### src/rtl/relu.sv
// relu -- registered ReLU on one IEEE-754 binary32 value: out = max(x, +0.0).
//
// Sits after the convolution/accumulate stage of the super-resolution datapath.
// Takes one operand per clock with no handshake or stall. Only the sign and
// special-value classes are inspected. There is no floating-point arithmetic.
//
// Parameters
//   LATENCY       pipeline depth from x to out in clock cycles (>= 1)
//   FLUSH_DENORM  1: positive subnormal inputs are output as +0.0
//   NAN_CANON     1: every NaN becomes the canonical quiet NaN 0x7FC00000
//                 0: positive NaNs pass unchanged, negative NaNs are canonicalised
//
// Ports
//   clk    rising-edge clock
//   rst_n  asynchronous active-low reset; clears every pipeline stage
//   x      binary32 operand ([31] sign, [30:23] exponent, [22:0] mantissa)
//   out    binary32 result, registered
module relu #(
   parameter int LATENCY      = 1,
   parameter bit FLUSH_DENORM = 1'b0,
   parameter bit NAN_CANON    = 1'b1
) (
   input  logic        clk,
   input  logic        rst_n,
   input  logic [31:0] x,
   output logic [31:0] out
);

   localparam logic [31:0] QNAN = 32'h7FC0_0000;

   if (LATENCY < 1) begin : g_bad_latency
      $error("relu: LATENCY must be at least 1");
   end

   logic [7:0]  exp_f;
   logic [22:0] man_f;
   logic        neg;
   logic        is_nan;
   logic        is_sub;
   logic [31:0] res;

   assign exp_f  = x[30:23];
   assign man_f  = x[22:0];
   assign neg    = x[31];
   assign is_nan = (exp_f == 8'hFF) && (man_f != 23'd0);
   assign is_sub = (exp_f == 8'h00) && (man_f != 23'd0);

   // NaN is tested before the sign. This way a negative NaN becomes the quiet
   // NaN instead of being clamped to zero. A negative input of any other class
   // gives +0.0, never -0.0.
   always_comb begin
      res = x;
      if (is_nan) begin
         if (NAN_CANON || neg) begin
            res = QNAN;
         end
      end else if (neg) begin
         res = 32'd0;
      end else if (FLUSH_DENORM && is_sub) begin
         res = 32'd0;
      end
   end

   logic [31:0] pipe [LATENCY];

   always_ff @(posedge clk or negedge rst_n) begin
      if (!rst_n) begin
         for (int i = 0; i < LATENCY; i++) begin
            pipe[i] <= 32'd0;
         end
      end else begin
         pipe[0] <= res;
         for (int i = 1; i < LATENCY; i++) begin
            pipe[i] <= pipe[i-1];
         end
      end
   end

   assign out = pipe[LATENCY-1];

endmodule

### config.mk
export PLATFORM = sky130hd
export DESIGN_NAME = relu
export DESIGN_NICKNAME = d
export VERILOG_FILES = /design/src/rtl/relu.sv
export SDC_FILE = /design/constraint.sdc
export NUM_CORES = 1
export LEC_CHECK = 0
export CORE_MARGIN = 2
export CORE_UTILIZATION = 30
export DETAILED_ROUTE_END_ITERATION = 7
export HOLD_SLACK_MARGIN = 0.03
export PLACE_DENSITY = 0.66
export RECOVER_POWER = 25
export SYNTH_ARGS = -nofsm -noshare
export SYNTH_HDL_FRONTEND = slang
export SYNTH_SLANG_ARGS = --single-unit
export TNS_END_PERCENT = 30
### constraint.sdc
create_clock -name clk -period 0.8 [get_ports clk]
set_input_delay 0.2 -clock clk [delete_from_list [all_inputs] [get_ports clk]]
set_output_delay 0.2 -clock clk [all_outputs]
set_load 0.03 [all_outputs]
* After elaboration in Yosys (flattened, before gate mapping) *
Cells that the tools add are included.

storage, ports and cells
  register bits after elaboration = 32
  input port bits = 34
  output and inout port bits = 32
  word-level logic and storage cells = 6

cells by class
  equal/unequal tests = 1
  muxes and demuxes = 2
  reductions and logical operators = 2

operators by type and width
  operator                               count
  2-to-1 mux 31 bit                      2
  nonzero test 23 bit                    1
  == test 8 bit (second input constant)  1
  logical AND 1 bit                      1

* Depth between registers and ports, before layout *
Gate-level depths: netlist of run 1.

  depth in word-level cells = 3
  gate-level depth with buffers = 5
  mapped depth without buffers = 4

* Least setup slack after synthesis of run 1 *
No wires, ideal clock.

  path type = input-to-reg
  from = input port x[17]
  to = register pipe (netlist bit out[29])
  setup time = 0.133 ns
  arrival time = 0.868 ns
  data required time = 0.667 ns
  setup slack = -0.200 ns
  stages = 4
  buffers on the path = 0
  path through = nor4_2 -> nand2_1 -> o21ai_4 -> nand3_1

between the ends
  longest elaborated chain between the ends = 3

RTL lines
  item                           RTL line  text
  start, declared                25        input logic [31:0] x,
  nonzero test 23 bit            --
  logical AND 1 bit              45        assign is_nan = (exp_f == 8'hFF) && (man_f != 23'd0);
  2-to-1 mux 31 bit              53        if (is_nan) begin
  via res[29]                    40        logic [31:0] res;
  end signal, assigned by index  74        pipe[i] <= pipe[i-1];
  end, declared                  64        logic [31:0] pipe [LATENCY];

The timed path passes the listed nets, and every way through them passes these cells.

* Final worst setup path of run 1 *
  from = register pipe (netlist bit out[24])
  to = output port out[24]

RTL lines
  item           RTL line  text
  end, declared  26        output logic [31:0] out

No word-level cell between the ends.

==> results of run 1 <==
power breakdown:
| part | leakage (µW) | total [µW] | internal [µW] | switching, µW |
|---|---|---|---|---|
| logic | 0.000608 | 735 | 356 | 379 |
| clock network | 0.0000515 | 1320 | 783 | 533 |
| registers | 0.000399 | 1690 | 1650 | 39.3 |
| total | 0.00106 | 3740 | 2790 | 951 |
worst max-delay path by stage:
stage                        end              start  depth (start not counted)  slack, ns
5_1_grt                  out[24]  out[24]$_DFF_PN0_                          1      -0.25
4_1_cts                  out[24]  out[24]$_DFF_PN0_                          1      -0.23
3_3_place_gp   out[28]$_DFF_PN0_              x[17]                          5      -0.79
6_report                 out[24]  out[24]$_DFF_PN0_                          1      -0.22
2_1_floorplan  out[22]$_DFF_PN0_              x[11]                          4      -0.19
3_5_place_dp   out[25]$_DFF_PN0_              x[11]                          5      -0.81
timing repair:
item	CTS	global route
gates cloned	5	0
gates resized for setup	169	2
endpoints found under the setup margin	62	47
setup buffers	2	0
pin swaps	45	6
cell families (layout without fill, tap and decap cells):
kind of cell / Yosys count / in the layout / share of synthesized area (%)
other: 1 / 1 / 0.324
AOI/OAI and AO/OA: 1 / 2 / 1.41
DFF: 31 / 31 / 67.0
buffers and inverters: 4 / 85 / 2.92
and+or+nand+nor: 54 / 58 / 28.3
layer usage:
| layer | vias to the layer above | track usage, % | share of wire, % |
|---|---|---|---|
| met5 | - | 0 | 0 |
| met1 | 456 | 18.3 | 37 |
| met2 | 43 | 28.2 | 52 |
| met3 | 7 | 6.64 | 7.9 |
| met4 | 0 | 8.93 | 2.4 |
| li1 | 471 | - | - |
Yosys cell counts (2+ instances only):
master / n / area [µm²]
sky130_fd_sc_hd__and2_1: 22 / 138
sky130_fd_sc_hd__buf_6: 2 / 22.5
sky130_fd_sc_hd__dfrtp_1: 31 / 776
sky130_fd_sc_hd__nand2_1: 4 / 15.0
sky130_fd_sc_hd__nand2b_1: 9 / 56.3
sky130_fd_sc_hd__nand3_1: 9 / 45.0
sky130_fd_sc_hd__nand4_1: 2 / 12.5
sky130_fd_sc_hd__nor2_2: 2 / 12.5
sky130_fd_sc_hd__nor4_1: 3 / 18.8
sky130_fd_sc_hd__nor4_2: 2 / 25.0
cells in the final DEF (no fill, tap or decap), types with 2 or more instances in the layout:
cell type | netlist | routed
sky130_fd_sc_hd__clkbuf_8 | 0 | 7
sky130_fd_sc_hd__and2_4 | 0 | 3
sky130_fd_sc_hd__nor2_4 | 0 | 3
sky130_fd_sc_hd__nand2_4 | 0 | 2
sky130_fd_sc_hd__nor4_4 | 0 | 4
sky130_fd_sc_hd__dfrtp_1 | 31 | 31
sky130_fd_sc_hd__o21ai_4 | 1 | 2
sky130_fd_sc_hd__buf_8 | 0 | 3
sky130_fd_sc_hd__buf_2 | 0 | 14
sky130_fd_sc_hd__nor2_2 | 2 | 2
sky130_fd_sc_hd__nand2_2 | 0 | 3
sky130_fd_sc_hd__nand3_2 | 0 | 4
sky130_fd_sc_hd__clkdlybuf4s15_2 | 0 | 3
sky130_fd_sc_hd__and2_1 | 22 | 19
sky130_fd_sc_hd__nand4_1 | 2 | 2
sky130_fd_sc_hd__buf_4 | 1 | 9
sky130_fd_sc_hd__dlygate4sd2_1 | 0 | 4
sky130_fd_sc_hd__buf_6 | 2 | 36
sky130_fd_sc_hd__clkdlybuf4s15_1 | 0 | 5
sky130_fd_sc_hd__nand3_1 | 9 | 5
sky130_fd_sc_hd__nand2b_1 | 9 | 9
metrics by stage:
| step | hold WS (ns) | setup TNS, ns | total power (µW) | area [µm²] | utilization, % |
|---|---|---|---|---|---|
| global placement | 0.580 | -22.88 | 2380 | 1860 | 50.3 |
| global route | 0.128 | -8.45 | 3910 | 2180 | 59.0 |
| finish | 0.134 | -6.91 | 3740 | 2180 | 59.0 |
| CTS | 0.137 | -7.05 | 3780 | 2190 | 59.4 |
| floorplan | -0.0956 | -5.03 | 1990 | 1170 | - |
| detailed placement | 0.592 | -24.21 | 2390 | 1860 | 50.3 |
area by class of cell:
class,instances,share of cell area [%]
Sequential cell,31,35.7
Timing Repair Buffer,77,33.5
Multi-Input combinational cell,61,23.5
Clock buffer,8,4.60
Tap cell,48,2.76
==> impl_summary.txt, run 1 <==
----------------------------------------------------
[Setup path]
  Peak fanout along the critical path ... 1
  CP Launch Type ... flop
  Type of the setup path with the least slack ... flop to output port
  Crit path max-delay cell type ... sky130_fd_sc_hd__dfrtp_1
  Longest individual stage delay on the worst path ... 0.39 ns
  Endpoint required time on the critical path ... 0.60 ns
  Buffers and inverters on the worst path ... 1
  Cell class contributing the biggest share of worst-path delay ... flip-flops
  Data arrival time at the worst-slack endpoint ... about 0.8 ns
  Critical-path cell list ... buf_6
  Crit path capture type ... output port

[Final layout]
  Nets@finish ... 210
  FF/Latch Area ... 776 µm²
  Syn-to-layout area delta ... 88.0%
  Antenna cell count ... 0
  Filler cell count in the final layout ... 320
  Fraction of final layout cells sized beyond drive strength 1 ... 55.9%
  Max FFs per register ... 31
  Multi-input combinational cell area ... 510 µm²
  Number of non-filler instances in the completed layout ... 225

[Hold path]
  Worst hold path endpoint ... out[19]$_DFF_PN0_
  Source of the worst hold timing path ... x[19]
  Class of the most critical hold timing path ... input port to flop
  Cell depth of the worst hold path ... 2

[Power]
  Reported leakage power ... 0.00106 µW
  PD cells ... 1720 mW/mm²
  Max rail drop VDD ... approximately 0.0014 V

[Logic synthesis]
  Synthesized netlist cell count ... 91
  Number of nets in the synthesized netlist ... 125
  Asr flop ratio synth ... 100%
  Warnings, synthesis ... 0
  Post-synthesis instance area ... 0.00116 mm²
  EDFF count, synth ... 0
  Top flip-flop cell by instance count after synthesis ... sky130_fd_sc_hd__dfrtp_1
  Count of unique library cells instantiated by Yosys ... 15
  Register bit count reported by yosys ... 31
  Portion of the post-synthesis area used by sequential elements ... about two thirds
  Average footprint of a synthesized cell ... 12.7 µm²

[Global routing]
  Final global-route overflow total ... 0
  Largest net degree at the start of global routing ... 32
  Overall global routing resource usage ... 16.9%
  Global-route wire length before repair ... 5150 µm
  Via count of the first global-routing pass ... 1083
  Initial antenna violation count ... 0

[Drt]
  Detail Route Antenna Nets ... 0
  Drt total wl ... between 3000 and 4000 µm
  Number of detailed-routing iterations run before antenna repair ... 4
  Number of violations reported at the end of detailed-routing iteration 0 ... 22
  Number of vias in the routed layout ... 977
  Per-cell via count in the routed design ... approximately 4.3
  Number of remaining DRC errors ... 0
  DR WL/cell ... between 10 and 15 µm

[Timing]
  Final number of setup-violating endpoints ... 40
  Final Hold Vio Count ... 0
  Post-route minimum period ... ~1.0 ns
  Final clock period utilization by the worst path ... 128%
  Unrepaired setup endpoints after global routing ... yes
  Max Slew Vio Count ... 0
  Setup ws final ... -0.224 ns
  Peak Freq ... slightly below 1000 MHz

[Clocking]
  Register clock-pin slew on the reported worst setup and hold paths ... roughly 0.060 ns
  Num CTS Buffers ... 5
  Buffers from clock root to sink, at most ... 2
  Root Buffer ... sky130_fd_sc_hd__clkbuf_8
  Clock tree from TritonCTS ... done
  Clock sinks ... 31
  Maximum level of the CTS H-tree ... 2
  CTS Hold Bufs ... 0

[Floorplanning]
  Starting density of the core ... 31.4%
  Die Y ... 66.1 µm
  DIE AREA ... 0.00437 mm²
  Standard-cell rows ... 22
  Die width ... 66.1 µm
  Number of primary I/O pins ... 66
  Area of the core ... between 0.003 and 0.004 mm²

[Run status]
  Violations in the final reports ... setup timing
  Run status ... complete, but fails checks

[Placement]
  Number of cells after detailed placement ... 210
  IO buf count ... 64
  Setup slack at placement ... -0.811 ns
  Global placement routability congestion ... 0.736

[Run]
  Max Cap Viol ... 0

----------------------------------------------------
(Power assumes the default switching activity.)
==> run 2, diff against run 1 <==
Settings changed: CORE_MARGIN 2 to unset, PLACE_DENSITY 0.66 to 0.68.
Clock period 0.8 ns to 0.9 ns, I/O delays scaled along.
==> impl_summary.txt, run 2 (same netlist as run 1, synthesis figures left out) <==
----------------------------------------------------
[Final layout]
  Final design instance area without fill ... around 0.0021 mm²
  Utilization after layout ... 57.1%
  Syn-to-layout area delta ... 82.1%
  Most common library cell in the layout ignoring fill and taps ... sky130_fd_sc_hd__buf_6
  Commonest cells after routing, fill and taps aside ... sky130_fd_sc_hd__buf_6 (33), sky130_fd_sc_hd__dfrtp_1 (31), sky130_fd_sc_hd__and2_1 (19)
  Fraction of final layout cells sized beyond drive strength 1 ... 50.3%
  Nets@finish ... about 200
  Antenna cell count ... 0
  Max FFs per register ... 31
  Filler cell count in the final layout ... roughly 320

[Clocking]
  Root Buffer ... sky130_fd_sc_hd__clkbuf_8
  CTS Hold Bufs ... 0
  Clock tree from TritonCTS ... done
  Num CTS Buffers ... 5
  Register clock-pin slew on the reported worst setup and hold paths ... approximately 0.06 ns
  Buffers from clock root to sink, at most ... 2
  Clock sinks ... 31
  Maximum level of the CTS H-tree ... 2

[Global routing]
  Overall global routing resource usage ... 17.3%
  Global-route wire length before repair ... around 5100 µm
  Initial antenna violation count ... 0
  Final global-route overflow total ... 0
  Via count of the first global-routing pass ... 1074
  Largest net degree at the start of global routing ... 32

[Placement]
  Area after DPL ... 0.00180 mm²
  Post-detailed-placement half-perimeter wirelength ... 1950 µm
  Global placement routability congestion ... about 0.8
  IO buf count ... between 60 and 70

[Power]
  PD cells ... 1560 mW/mm²
  Max rail drop VDD ... 0.000757 V
  Reported net switching power ... approximately 830 µW
  Reported leakage power ... 0.000999 µW
  Share of power burned in registers ... 45.9%
  Total power ... roughly 3300 µW
  Comb pwr share ... a little under a fifth
  Clock Power Share ... 35.4%
  Int Pwr ... 2450 µW
  Net switching fraction of the power ... 25.4%

[Setup path]
  Peak fanout along the critical path ... 1
  Endpoint required time on the critical path ... 0.67 ns
  Data arrival time at the worst-slack endpoint ... approximately 0.82 ns
  Longest individual stage delay on the worst path ... 0.40 ns
  Buffers and inverters on the worst path ... 1
  Crit path capture type ... output port
  Cell class contributing the biggest share of worst-path delay ... flip-flops
  Crit path max-delay cell type ... sky130_fd_sc_hd__dfrtp_1
  Type of the setup path with the least slack ... flop to output port
  Critical-path cell list ... buf_6
  CP Launch Type ... flop

[Hold path]
  Class of the most critical hold timing path ... input port to flop

[Floorplanning]
  Area of the core ... around 0.0037 mm²
  Die Y ... 64.1 µm
  Die width ... 64.1 µm
  Starting density of the core ... 31.4%
  DIE AREA ... 0.00411 mm²
  Standard-cell rows ... 22
  Number of primary I/O pins ... 66

[Timing]
  Final clock period utilization by the worst path ... 116%
  Hold Worst Slack ... 0.172 ns
  Max Slew Vio Count ... 0
  Setup ws final ... -0.147 ns
  Final Hold Vio Count ... 0
  Final number of setup-violating endpoints ... 40
  Peak Freq ... about 960 MHz
  Setup TNS ... -3.95 ns
  Unrepaired setup endpoints after global routing ... yes
  Post-route minimum period ... 1.05 ns

[Run status]
  Violations in the final reports ... setup timing
  Run status ... complete, but fails checks

[Drt]
  Number of detailed-routing iterations run before antenna repair ... 4
  Per-cell via count in the routed design ... 4.47
  Detail Route Antenna Nets ... 0
  Drt total wl ... 3040 µm
  Number of violations reported at the end of detailed-routing iteration 0 ... 18
  DR WL/cell ... 14.0 µm
  Number of vias in the routed layout ... 971
  Number of remaining DRC errors ... 0

[Run]
  Max Cap Viol ... 0

----------------------------------------------------
==> run 2: cell count changes in the layout (fill, tap and decap cells not counted), sizes merged <==
cell / delta
clkdlybuf4s50: -1
clkdlybuf4s15: +2
buf: -12
dlygate4sd2: +2
dlygate4sd3: +1
==> run 2: layer usage <==
| metal | GRT usage (%) | vias to the layer above | share of wire (%) |
|---|---|---|---|
| met5 | 0 | - | 0 |
| met4 | 5.83 | 0 | 0.76 |
| met3 | 6.79 | 4 | 8.8 |
| met2 | 28.5 | 49 | 48 |
| met1 | 20.7 | 463 | 43 |
| li1 | - | 455 | - |
==> run 2: area by class of cell <==
cell class / instances / area (µm²) / share of cell area [%]
well taps: 48 / 60.1 / 2.85
multi-input cells: 61 / 514 / 24.4
repair buffers: 69 / 657 / 31.2
flip-flops and latches: 31 / 776 / 36.8
clock buffers: 8 / 100 / 4.75
==> run 2: power groups by stage <==
stage          clock (µW)  combinational, µW  sequential, µW
6_report             1160                615            1510
5_1_grt              1250                659            1510
4_1_cts              1190                625            1510
3_5_place_dp            0                585            1510
3_3_place_gp            0                574            1520
2_1_floorplan           0               99.9            1670
==> run 2: worst paths after layout <==
kind	start	end	slack [ns]	cells past startpoint
worst min-delay path	x[21]	out[21]$_DFF_PN0_	0.17	2
min in group asynchronous	rst_n	out[20]$_DFF_PN0_	0.44	2
max in group asynchronous	rst_n	out[10]$_DFF_PN0_	0.16	2
worst max-delay path	out[27]$_DFF_PN0_	out[27]	-0.15	1
==> run 2: metrics by stage <==
stage          setup slack, ns  std cells
6_report                -0.147        217
5_1_grt                 -0.167        217
4_1_cts                 -0.154        217
3_3_place_gp            -0.713        202
3_5_place_dp            -0.764        202
2_1_floorplan           -0.115         91
==> run 2: timing repair <==
item	4_1_cts	5_1_grt
setup endpoints to repair	62	62
gates cloned	5	0
resized for setup	137	12
pin swaps	36	8
hold endpoints to repair	0	0
setup buffers	2	0
